File: src/rtl/fdct_mul_share_arbiter_if.sv
// Request and result channels between the fdct stages and the shared multiplier.
// The arbiter attaches through the slave modport; the fdct side uses master.
interface fdct_mul_share_arbiter_if #(
    parameter int NUM_REQ  = 4,
    parameter int ID_WIDTH = 2,
    parameter int A_WIDTH  = 16,
    parameter int B_WIDTH  = 14,
    parameter int P_WIDTH  = 29
);
    logic [NUM_REQ-1:0]         req_valid;
    logic [NUM_REQ-1:0]         req_ready;
    logic [NUM_REQ*A_WIDTH-1:0] req_a;
    logic [NUM_REQ*B_WIDTH-1:0] req_b;
    logic                       res_valid;
    logic                       res_ready;
    logic [ID_WIDTH-1:0]        res_id;
    logic [P_WIDTH-1:0]         res_p;
    logic                       busy;

    modport master (
        output req_valid, req_a, req_b, res_ready,
        input  req_ready, res_valid, res_id, res_p, busy
    );

    modport slave (
        input  req_valid, req_a, req_b, res_ready,
        output req_ready, res_valid, res_id, res_p, busy
    );
endinterface

File: src/rtl/fdct_mul_share_arbiter.sv
// One signed-by-unsigned multiplier shared round-robin between NUM_REQ fdct requesters.
// Two-stage pipeline: registered operands, then registered tagged product with backpressure.
module fdct_mul_share_arbiter #(
    parameter int NUM_REQ  = 4,
    parameter int ID_WIDTH = 2,
    parameter int A_WIDTH  = 16,
    parameter int B_WIDTH  = 14,
    parameter int P_WIDTH  = 29
) (
    input logic                     ap_clk,
    input logic                     ap_rst_n,
    fdct_mul_share_arbiter_if.slave bus
);
    localparam int SEL_W  = $clog2(NUM_REQ);
    localparam int FULL_W = A_WIDTH + B_WIDTH;

    logic                r_s1Valid;
    logic [A_WIDTH-1:0]  r_s1A;
    logic [B_WIDTH-1:0]  r_s1B;
    logic [ID_WIDTH-1:0] r_s1Id;
    logic [ID_WIDTH-1:0] r_ptr;
    logic                r_resValid;
    logic [ID_WIDTH-1:0] r_resId;
    logic [P_WIDTH-1:0]  r_resP;

    logic                w_outAdv;
    logic                w_s1Adv;
    logic                w_found;
    logic                w_accept;
    logic [SEL_W-1:0]    w_sel;
    logic [SEL_W-1:0]    w_candSel;
    logic [NUM_REQ-1:0]  w_grant;
    logic [ID_WIDTH-1:0] w_ptrNext;
    logic [A_WIDTH-1:0]  w_selA;
    logic [B_WIDTH-1:0]  w_selB;
    logic [A_WIDTH-1:0]  w_aArr [NUM_REQ];
    logic [B_WIDTH-1:0]  w_bArr [NUM_REQ];
    logic signed [FULL_W-1:0] w_aExt;
    logic signed [FULL_W-1:0] w_bExt;
    logic [P_WIDTH-1:0]  w_prod;

    for (genvar i = 0; i < NUM_REQ; i++) begin : g_unpack
        assign w_aArr[i] = bus.req_a[i*A_WIDTH +: A_WIDTH];
        assign w_bArr[i] = bus.req_b[i*B_WIDTH +: B_WIDTH];
    end

    assign w_outAdv = !r_resValid || bus.res_ready;
    assign w_s1Adv  = !r_s1Valid || w_outAdv;

    // Scan from farthest to nearest so the requester closest to the pointer wins.
    always_comb begin
        w_found   = 1'b0;
        w_sel     = '0;
        w_candSel = '0;
        for (int k = NUM_REQ - 1; k >= 0; k--) begin
            w_candSel = SEL_W'((int'(r_ptr) + k) % NUM_REQ);
            if (bus.req_valid[w_candSel]) begin
                w_found = 1'b1;
                w_sel   = w_candSel;
            end
        end
    end

    assign w_grant       = w_found ? (NUM_REQ'(1) << w_sel) : '0;
    assign bus.req_ready = w_grant & {NUM_REQ{w_s1Adv & ap_rst_n}};
    assign w_accept      = w_found && w_s1Adv;
    assign w_ptrNext     = ID_WIDTH'((int'(w_sel) + 1) % NUM_REQ);
    assign w_selA        = w_aArr[w_sel];
    assign w_selB        = w_bArr[w_sel];

    // b is zero-extended so it stays non-negative; only the low product bits are kept.
    assign w_aExt = {{B_WIDTH{r_s1A[A_WIDTH-1]}}, r_s1A};
    assign w_bExt = {{A_WIDTH{1'b0}}, r_s1B};
    assign w_prod = P_WIDTH'(w_aExt * w_bExt);

    always_ff @(posedge ap_clk or negedge ap_rst_n) begin
        if (!ap_rst_n) begin
            r_s1Valid  <= 1'b0;
            r_s1A      <= '0;
            r_s1B      <= '0;
            r_s1Id     <= '0;
            r_ptr      <= '0;
            r_resValid <= 1'b0;
            r_resId    <= '0;
            r_resP     <= '0;
        end else begin
            if (w_s1Adv) begin
                r_s1Valid <= w_accept;
                if (w_accept) begin
                    r_s1A  <= w_selA;
                    r_s1B  <= w_selB;
                    r_s1Id <= ID_WIDTH'(w_sel);
                    r_ptr  <= w_ptrNext;
                end
            end
            if (w_outAdv) begin
                r_resValid <= r_s1Valid;
                if (r_s1Valid) begin
                    r_resP  <= w_prod;
                    r_resId <= r_s1Id;
                end
            end
        end
    end

    assign bus.res_valid = r_resValid;
    assign bus.res_id    = r_resId;
    assign bus.res_p     = r_resP;
    assign bus.busy      = r_s1Valid || r_resValid;
endmodule
File: src/flat_wrapper.sv
// flat-port wrapper written by rule: the top's interface ports become plain ports
module fdct_mul_share_arbiter_flat 
#(
    parameter int NUM_REQ  = 4,
    parameter int ID_WIDTH = 2,
    parameter int A_WIDTH  = 16,
    parameter int B_WIDTH  = 14,
    parameter int P_WIDTH  = 29
)
  (ap_clk, ap_rst_n, bus_req_valid, bus_req_a, bus_req_b, bus_res_ready, bus_req_ready, bus_res_valid, bus_res_id, bus_res_p, bus_busy);
  fdct_mul_share_arbiter_if #(.NUM_REQ(NUM_REQ), .ID_WIDTH(ID_WIDTH), .A_WIDTH(A_WIDTH), .B_WIDTH(B_WIDTH), .P_WIDTH(P_WIDTH)) bus_i ();
  input logic ap_clk;
  input logic ap_rst_n;
  input wire logic [$bits(bus_i.req_valid)-1:0] bus_req_valid;
  input wire logic [$bits(bus_i.req_a)-1:0] bus_req_a;
  input wire logic [$bits(bus_i.req_b)-1:0] bus_req_b;
  input wire logic [$bits(bus_i.res_ready)-1:0] bus_res_ready;
  output wire logic [$bits(bus_i.req_ready)-1:0] bus_req_ready;
  output wire logic [$bits(bus_i.res_valid)-1:0] bus_res_valid;
  output wire logic [$bits(bus_i.res_id)-1:0] bus_res_id;
  output wire logic [$bits(bus_i.res_p)-1:0] bus_res_p;
  output wire logic [$bits(bus_i.busy)-1:0] bus_busy;
  assign bus_i.req_valid = bus_req_valid;
  assign bus_i.req_a = bus_req_a;
  assign bus_i.req_b = bus_req_b;
  assign bus_i.res_ready = bus_res_ready;
  assign bus_req_ready = bus_i.req_ready;
  assign bus_res_valid = bus_i.res_valid;
  assign bus_res_id = bus_i.res_id;
  assign bus_res_p = bus_i.res_p;
  assign bus_busy = bus_i.busy;
  fdct_mul_share_arbiter #(.NUM_REQ(NUM_REQ), .ID_WIDTH(ID_WIDTH), .A_WIDTH(A_WIDTH), .B_WIDTH(B_WIDTH), .P_WIDTH(P_WIDTH)) u_core (.ap_clk(ap_clk), .ap_rst_n(ap_rst_n), .bus(bus_i));
endmodule
File: config.mk
export PLATFORM = sky130hd
export DESIGN_NAME = fdct_mul_share_arbiter_flat
export DESIGN_NICKNAME = d
export VERILOG_FILES = /design/src/rtl/fdct_mul_share_arbiter_if.sv /design/src/rtl/fdct_mul_share_arbiter.sv /design/src/flat_wrapper.sv
export SDC_FILE = /design/constraint.sdc
export NUM_CORES = 1
export LEC_CHECK = 0
export ABC_CLOCK_PERIOD_IN_PS = 9950
export CORE_ASPECT_RATIO = 1.2
export CORE_MARGIN = 3
export CORE_UTILIZATION = 60
export DETAILED_ROUTE_END_ITERATION = 12
export GPL_ROUTABILITY_DRIVEN = 0
export PLACE_DENSITY = 0.89
export SETUP_SLACK_MARGIN = 0.2
export SLEW_MARGIN = 20
export SYNTH_ARGS = -nofsm -noshare
export SYNTH_HDL_FRONTEND = slang
export SYNTH_SLANG_ARGS = --single-unit
File: constraint.sdc
create_clock -name ap_clk -period 9.95 [get_ports ap_clk]
set_input_delay 1.99 -clock ap_clk [delete_from_list [all_inputs] [get_ports ap_clk]]
set_output_delay 1.99 -clock ap_clk [all_outputs]
set_load 0.01 [all_outputs]
==> results of run 1 <==
flip-flops by register name, indices dropped and copies added (netlist names):
| register | flops |
|---|---|
| u_core.bus.res_id | 2 |
| u_core.r_s1B | 14 |
| u_core.r_ptr | 2 |
| u_core.r_s1Id | 2 |
| u_core.r_s1Valid | 1 |
| u_core.r_s1A | 16 |
| u_core.bus.res_p | 29 |
| u_core.bus.res_valid | 1 |
cells in the mapped netlist (all sizes together), types with 3 or more instances:
cell type | count | area share, %
nand3 | 38 | 1.6
nor3 | 5 | 0.21
buf | 7 | 0.29
o21a | 9 | 0.58
nor2b | 3 | 0.16
nor2 | 107 | 3.4
a21oi | 24 | 1.2
clkbuf | 60 | 1.9
and2 | 139 | 7.4
xor2 | 13 | 0.97
o21ai | 92 | 4.0
nand2 | 237 | 7.6
fa | 208 | 36
dfrtp | 67 | 14
ha | 74 | 7.9
xnor2 | 18 | 1.3
nand2b | 5 | 0.27
and3 | 6 | 0.32
a31oi | 3 | 0.16
a21o | 7 | 0.45
inv | 234 | 7.5
o31ai | 4 | 0.26
tightest hold or removal path, stage by stage (launching register included):
cell,delay (ns)
dfrtp_1,0.34
nand2_1,0.05
nand2_1,0.06
stage by stage:
step	area, um2	instances	hold WS [ns]	util (%)
2_1_floorplan	11700	1389	0.439	-
3_3_place_gp	13400	1746	0.450	70.7
3_5_place_dp	13400	1746	0.468	70.7
4_1_cts	13700	1760	0.480	72.2
5_1_grt	13700	1760	0.503	72.3
6_report	13700	1760	0.478	72.3
layer usage:
| metal | routed length [um] | vias up | part of all wire, % |
|---|---|---|---|
| li1 | - | 4439 | - |
| met1 | 10400 | 4791 | 35 |
| met2 | 15800 | 461 | 53 |
| met3 | 2120 | 141 | 7.1 |
| met4 | 1670 | 0 | 5.6 |
| met5 | 0 | - | 0 |
cell families (layout without fill, tap and decap cells):
kind of cell	count (synthesis)	count (layout)	synth area share, %
muxes	2	2	0.171
AOI/OAI and AO/OA	157	157	8.14
adders and majority gates	282	282	43.6
DFF	67	67	14.3
buffers and inverters	301	416	9.73
xor gates and xnor gates	32	32	2.52
and+or+nand+nor	548	548	21.5
layout make-up:
type,count,area [um2],share of cell area (%)
well taps,256,320,2.33
clock inverters,4,51.3,0.374
inverters,234,878,6.40
clock buffers,10,239,1.74
multi-input cells,1021,8890,64.8
flip-flops and latches,67,1680,12.2
repair buffers,168,1660,12.1
path summary, 6_finish.rpt:
path / from / end / slack (ns) / cells past startpoint
setup / recovery: u_core.r_s1B[6]$_DFFE_PN0P_ / u_core.bus.res_p[28]$_DFFE_PN0P_ / 3.29 / 19
hold / removal: u_core.bus.res_p[4]$_DFFE_PN0P_ / u_core.bus.res_p[4]$_DFFE_PN0P_ / 0.48 / 2
setup reg to reg: u_core.r_s1B[6]$_DFFE_PN0P_ / u_core.bus.res_p[28]$_DFFE_PN0P_ / 3.29 / 19
hold reg to reg: u_core.bus.res_p[4]$_DFFE_PN0P_ / u_core.bus.res_p[4]$_DFFE_PN0P_ / 0.48 / 2
max in group asynchronous: ap_rst_n / u_core.r_s1A[2]$_DFFE_PN0P_ / 7.34 / 2
min in group asynchronous: ap_rst_n / u_core.bus.res_p[7]$_DFFE_PN0P_ / 1.54 / 1
==> results.txt, run 1 <==
outcome: finished, final reports clean
Startpoint Class: register
setup TNS: 0 ns
CP max stage cell: dfrtp_1
FFs w/ async S/R, synth: 100%
pre-CTS setup slack: 3.36 ns
post-route ant nets: 0
Post-CTS Setup Repair Bufs: 0
Yosys cell types: 52
fin worst setup slack: 3.29 ns
Tcrit/Tclk final: 66.9%
n_diodes: 0
Core Box Area: 19000 um2
Worst-Margin Slew: 0.847 ns
Iteration-0 DRC Markers: 578
PortBufs: 163
Syn Area/Cell: 8.41 um2
Setup crit end kind: register
CTS max path bufs: 2
total CTS buffers: 9
Most used DFF post-synth: dfrtp_1
DP Wirelength: 23900 um
pin count of the biggest net entering global routing: 67
met1 Use GR: 32.2%
CTS root buf: clkbuf_16
number of detailed-route iterations in the first pass: 5
met2 GRT Util: 52.7%
area grow syn2layout: 17.4%
CP Max Fanout: 17
hold_buf cts: 0
Cell Rows: 55
endpoints failing setup: 0
Starting Density: 61.5%
drc violations: 0
crit-path cells: nand2_1, fa_1, inv_1, fa_1, fa_1, fa_1, fa_1, inv_1, fa_1, inv_1, ha_1, and3_1, and2_1, nand3_1, o21ai_0, o31a_1, o41a_1, a221oi_2, nand3_1
CTS tree: built
Synth Warn #: 0
commonest cells after routing, fill and taps aside: 237 x nand2_1, 233 x inv_1, 208 x fa_1
WL final: 30000 um
full die area: 21200 um2
via count: 9832
Avg WL per Cell: 17.0 um
I/O pins: 164
max cap viols: 0
Die Span Y: 159 um
Bufs and invs on worst path: 3
total global routing overflow: 0
antenna violations before repair: 0
Critical Path RT: 10.18 ns
RSZ-0062 raised after global routing: false
post-synthesis register bit count: 67
Layout Skew: 0.00980 ns
vias in the first global route: 10800
post-synthesis sequential area ratio: 14.3%
routing usage on met3: 5.83%
Fill cells: 1359
Gate Count Post-Synth: 1389
synthesized net count: 1798
clk slew on worst S/H paths: 0.06 ns
CP max stage delay: 0.90 ns
fmax: 150 MHz
CP most frequent cell: fa_1
worst min-delay path class: register to register
commonest non-fill, non-tap cell in the layout: nand2_1
Slew Limit Headroom: 43.5%
cell family with most CP delay: adder cells
chip width: 133 um
Tot GR Track Use: 29.3%
mapped cell area: 11700 um2
crit path kind: register to register
fin. max-slew vios: 0
Hold Fails Final Rpt: 0
Data arrival, critical path: 6.89 ns
final layout net count: 1910
clk sink count: 67
Worst-Skew Late Latency: 0.35 ns
first-pass GRT wire length: 50000 um
Via density: 5.59
Post-synth EDFFs: 0
Top Usage Layer GRT: met2
Post-CTS Resized: 0
Final min period: 6.66 ns
layout cells sized above 1: 2.26%
H-tree depth: 3
Power of run 1 is not shown: default switching activity piles up to over one toggle a cycle in this logic, so the estimate is an artifact.
==> run 2: changes to the inputs <==
- ABC_CLOCK_PERIOD_IN_PS: 9950 -> 6500
- CORE_UTILIZATION: 60 -> 58
- PLACE_DENSITY: 0.89 -> 0.86
- clock period: 9.95 -> 6.5 ns (I/O delays scaled with it)
==> run 2 against run 1 <==
Register-to-register slack lost 3.2 ns. Design area up 4.8%. Setup slack got worse by 3.2 ns. Via count is 4.2% higher. Count of clock-buffer cells in the layout rose by 1. Maximum frequency is 4.5% higher. Wire length grew 14%. Critical path depth increased by 3. Highest routed layer unchanged.
==> results.txt, run 2 (same netlist as run 1, synthesis figures left out) <==
Die Span Y: 161 um
Startpoint Class: register
max cap viols: 0
clk slew on worst S/H paths: 0.07 ns
CP most frequent cell: fa_1
outcome: finished, final reports clean
clk sink count: 67
R2R Setup Slk: 0.13 ns
crit path kind: register to register
Fill cells: 1342
Avg WL per Cell: 18.9 um
RSZ-0062 raised after global routing: true
Hold EP: u_core.bus.res_id[1]$_DFFE_PN0P_
Iteration-0 DRC Markers: 781
Data arrival, critical path: 6.64 ns
DP Wirelength: 25600 um
Hold Fails Final Rpt: 0
Post-Place Cells: 1773
via count: 10200
Critical Path RT: 6.77 ns
full die area: 21900 um2
FF-to-FF End: u_core.bus.res_p[26]$_DFFE_PN0P_
PortBufs: 163
Tot GR Track Use: 29.1%
Via density: 5.63
Final min period: 6.37 ns
Cell Count, Final, Fillers Out: 1820
cell family with most CP delay: adder cells
post-route ant nets: 0
Setup crit end kind: register
fmax: 157 MHz
antenna violations before repair: 0
number of detailed-route iterations in the first pass: 5
pre-CTS setup slack: 0.0282 ns
WL final: 34300 um
Worst-Skew Late Latency: 0.35 ns
Tcrit/Tclk final: 98.0%
pin count of the biggest net entering global routing: 68
Starting Density: 59.3%
CP Max Fanout: 10
Setup crit start: u_core.r_s1A[9]$_DFFE_PN0P_
I/O pins: 164
first-pass GRT wire length: 49900 um
worst min-delay path class: register to register
total CTS buffers: 9
Worst-Margin Slew: 0.909 ns
total global routing overflow: 0
WHS Path Cells: 2
Cell Rows: 56
fin worst setup slack: 0.129 ns
Slew Limit Headroom: 39.4%
drc violations: 0
CTS tree: built
endpoints failing setup: 0
area grow syn2layout: 23.1%
Layout Skew: 0.00954 ns
Core Box Area: 19700 um2
R2R depth: 22
CTS max path bufs: 2
n_diodes: 0
commonest cells after routing, fill and taps aside: 234 x nand2_1, 225 x inv_1, 206 x fa_1
Bufs and invs on worst path: 6
fin. max-slew vios: 0
final layout net count: 1963
commonest non-fill, non-tap cell in the layout: nand2_1
chip width: 136 um
hold_buf cts: 0
reg-to-reg startpoint: u_core.r_s1A[9]$_DFFE_PN0P_
crit-path cells: buf_4, nand2_1, fa_1, inv_1, fa_1, inv_1, fa_1, fa_1, fa_1, fa_1, inv_1, ha_4, buf_4, and3_1, and2_1, nand3_1, o21ai_2, o31a_1, o41a_1, buf_4, xnor2_2, o21ai_1
HP Start: u_core.r_s1Id[1]$_DFFE_PN0P_
layout cells sized above 1: 8.98%
vias in the first global route: 10600
final core occ: 73.0%
number of flip-flops in the largest register: 29
setup TNS: 0 ns
CTS root buf: clkbuf_16
CP max stage cell: fa_1
H-tree depth: 3
CP max stage delay: 0.58 ns
run 2: cell types whose count changed in the layout (fill, tap and decap cells not counted), moves of 6 or more:
cell,change
buf_4,+44
ha_1,-7
ha_4,+6
dfrtp_2,+19
inv_1,-8
dfrtp_1,-21
inv_2,+8
run 2: area by class of cell:
type	instances	area [um2]	share of cell area, %
multi-input combinational	1021	9070	63.1
timing repair buffer	221	2100	14.6
sequential	67	1710	11.9
inverter	234	878	6.11
tap	261	327	2.27
clock buffer	11	243	1.69
clock inverter	5	61.3	0.426
run 2: metrics by stage:
step           hold WS [ns]  area, um2
6_report              0.472      14400
5_1_grt               0.502      14400
4_1_cts               0.470      13900
3_5_place_dp          0.454      13600
3_3_place_gp          0.448      13600
2_1_floorplan         0.439      11700
run 2: how the worst max path moves through the flow:
stage | endpoint | slack, ns | cells after the start
after floorplan | u_core.bus.res_p[28]$_DFFE_PN0P_ | 0.37 | 20
after global placement | u_core.bus.res_p[28]$_DFFE_PN0P_ | 0.22 | 19
after detailed placement | u_core.bus.res_p[28]$_DFFE_PN0P_ | 0.03 | 19
after CTS | u_core.bus.res_p[28]$_DFFE_PN0P_ | 0.22 | 19
after global routing | u_core.bus.res_p[26]$_DFFE_PN0P_ | 0.0009 | 21
final | u_core.bus.res_p[26]$_DFFE_PN0P_ | 0.13 | 22
run 2: worst register-to-register path, stage by stage (launching register included):
cell and delay [ns]:
dfrtp_1 0.47, buf_4 0.24, nand2_1 0.09, fa_1 0.51
inv_1 0.05, fa_1 0.50, inv_1 0.07, fa_1 0.58
fa_1 0.46, fa_1 0.57, fa_1 0.40, inv_1 0.15
ha_4 0.25, buf_4 0.16, and3_1 0.22, and2_1 0.20
nand3_1 0.11, o21ai_2 0.07, o31a_1 0.30, o41a_1 0.43
buf_4 0.17, xnor2_2 0.12, o21ai_1 0.17
run 2: layer usage:
layer  wire, um  global-route usage [%]  up-vias
met2      17900                    53.4      583
met1      11600                    32.1     4944
li1           -                       -     4542
met3       2580                    5.79      175
met5          0                       0        -
met4       2160                    13.5        0
run 2: what timing repair did:
action	CTS	global route
pin swaps	0	28
buffers inserted	4	27
resized for setup	9	59
endpoints found under the setup margin	3	8
Power of run 2 is left out for the same reason.
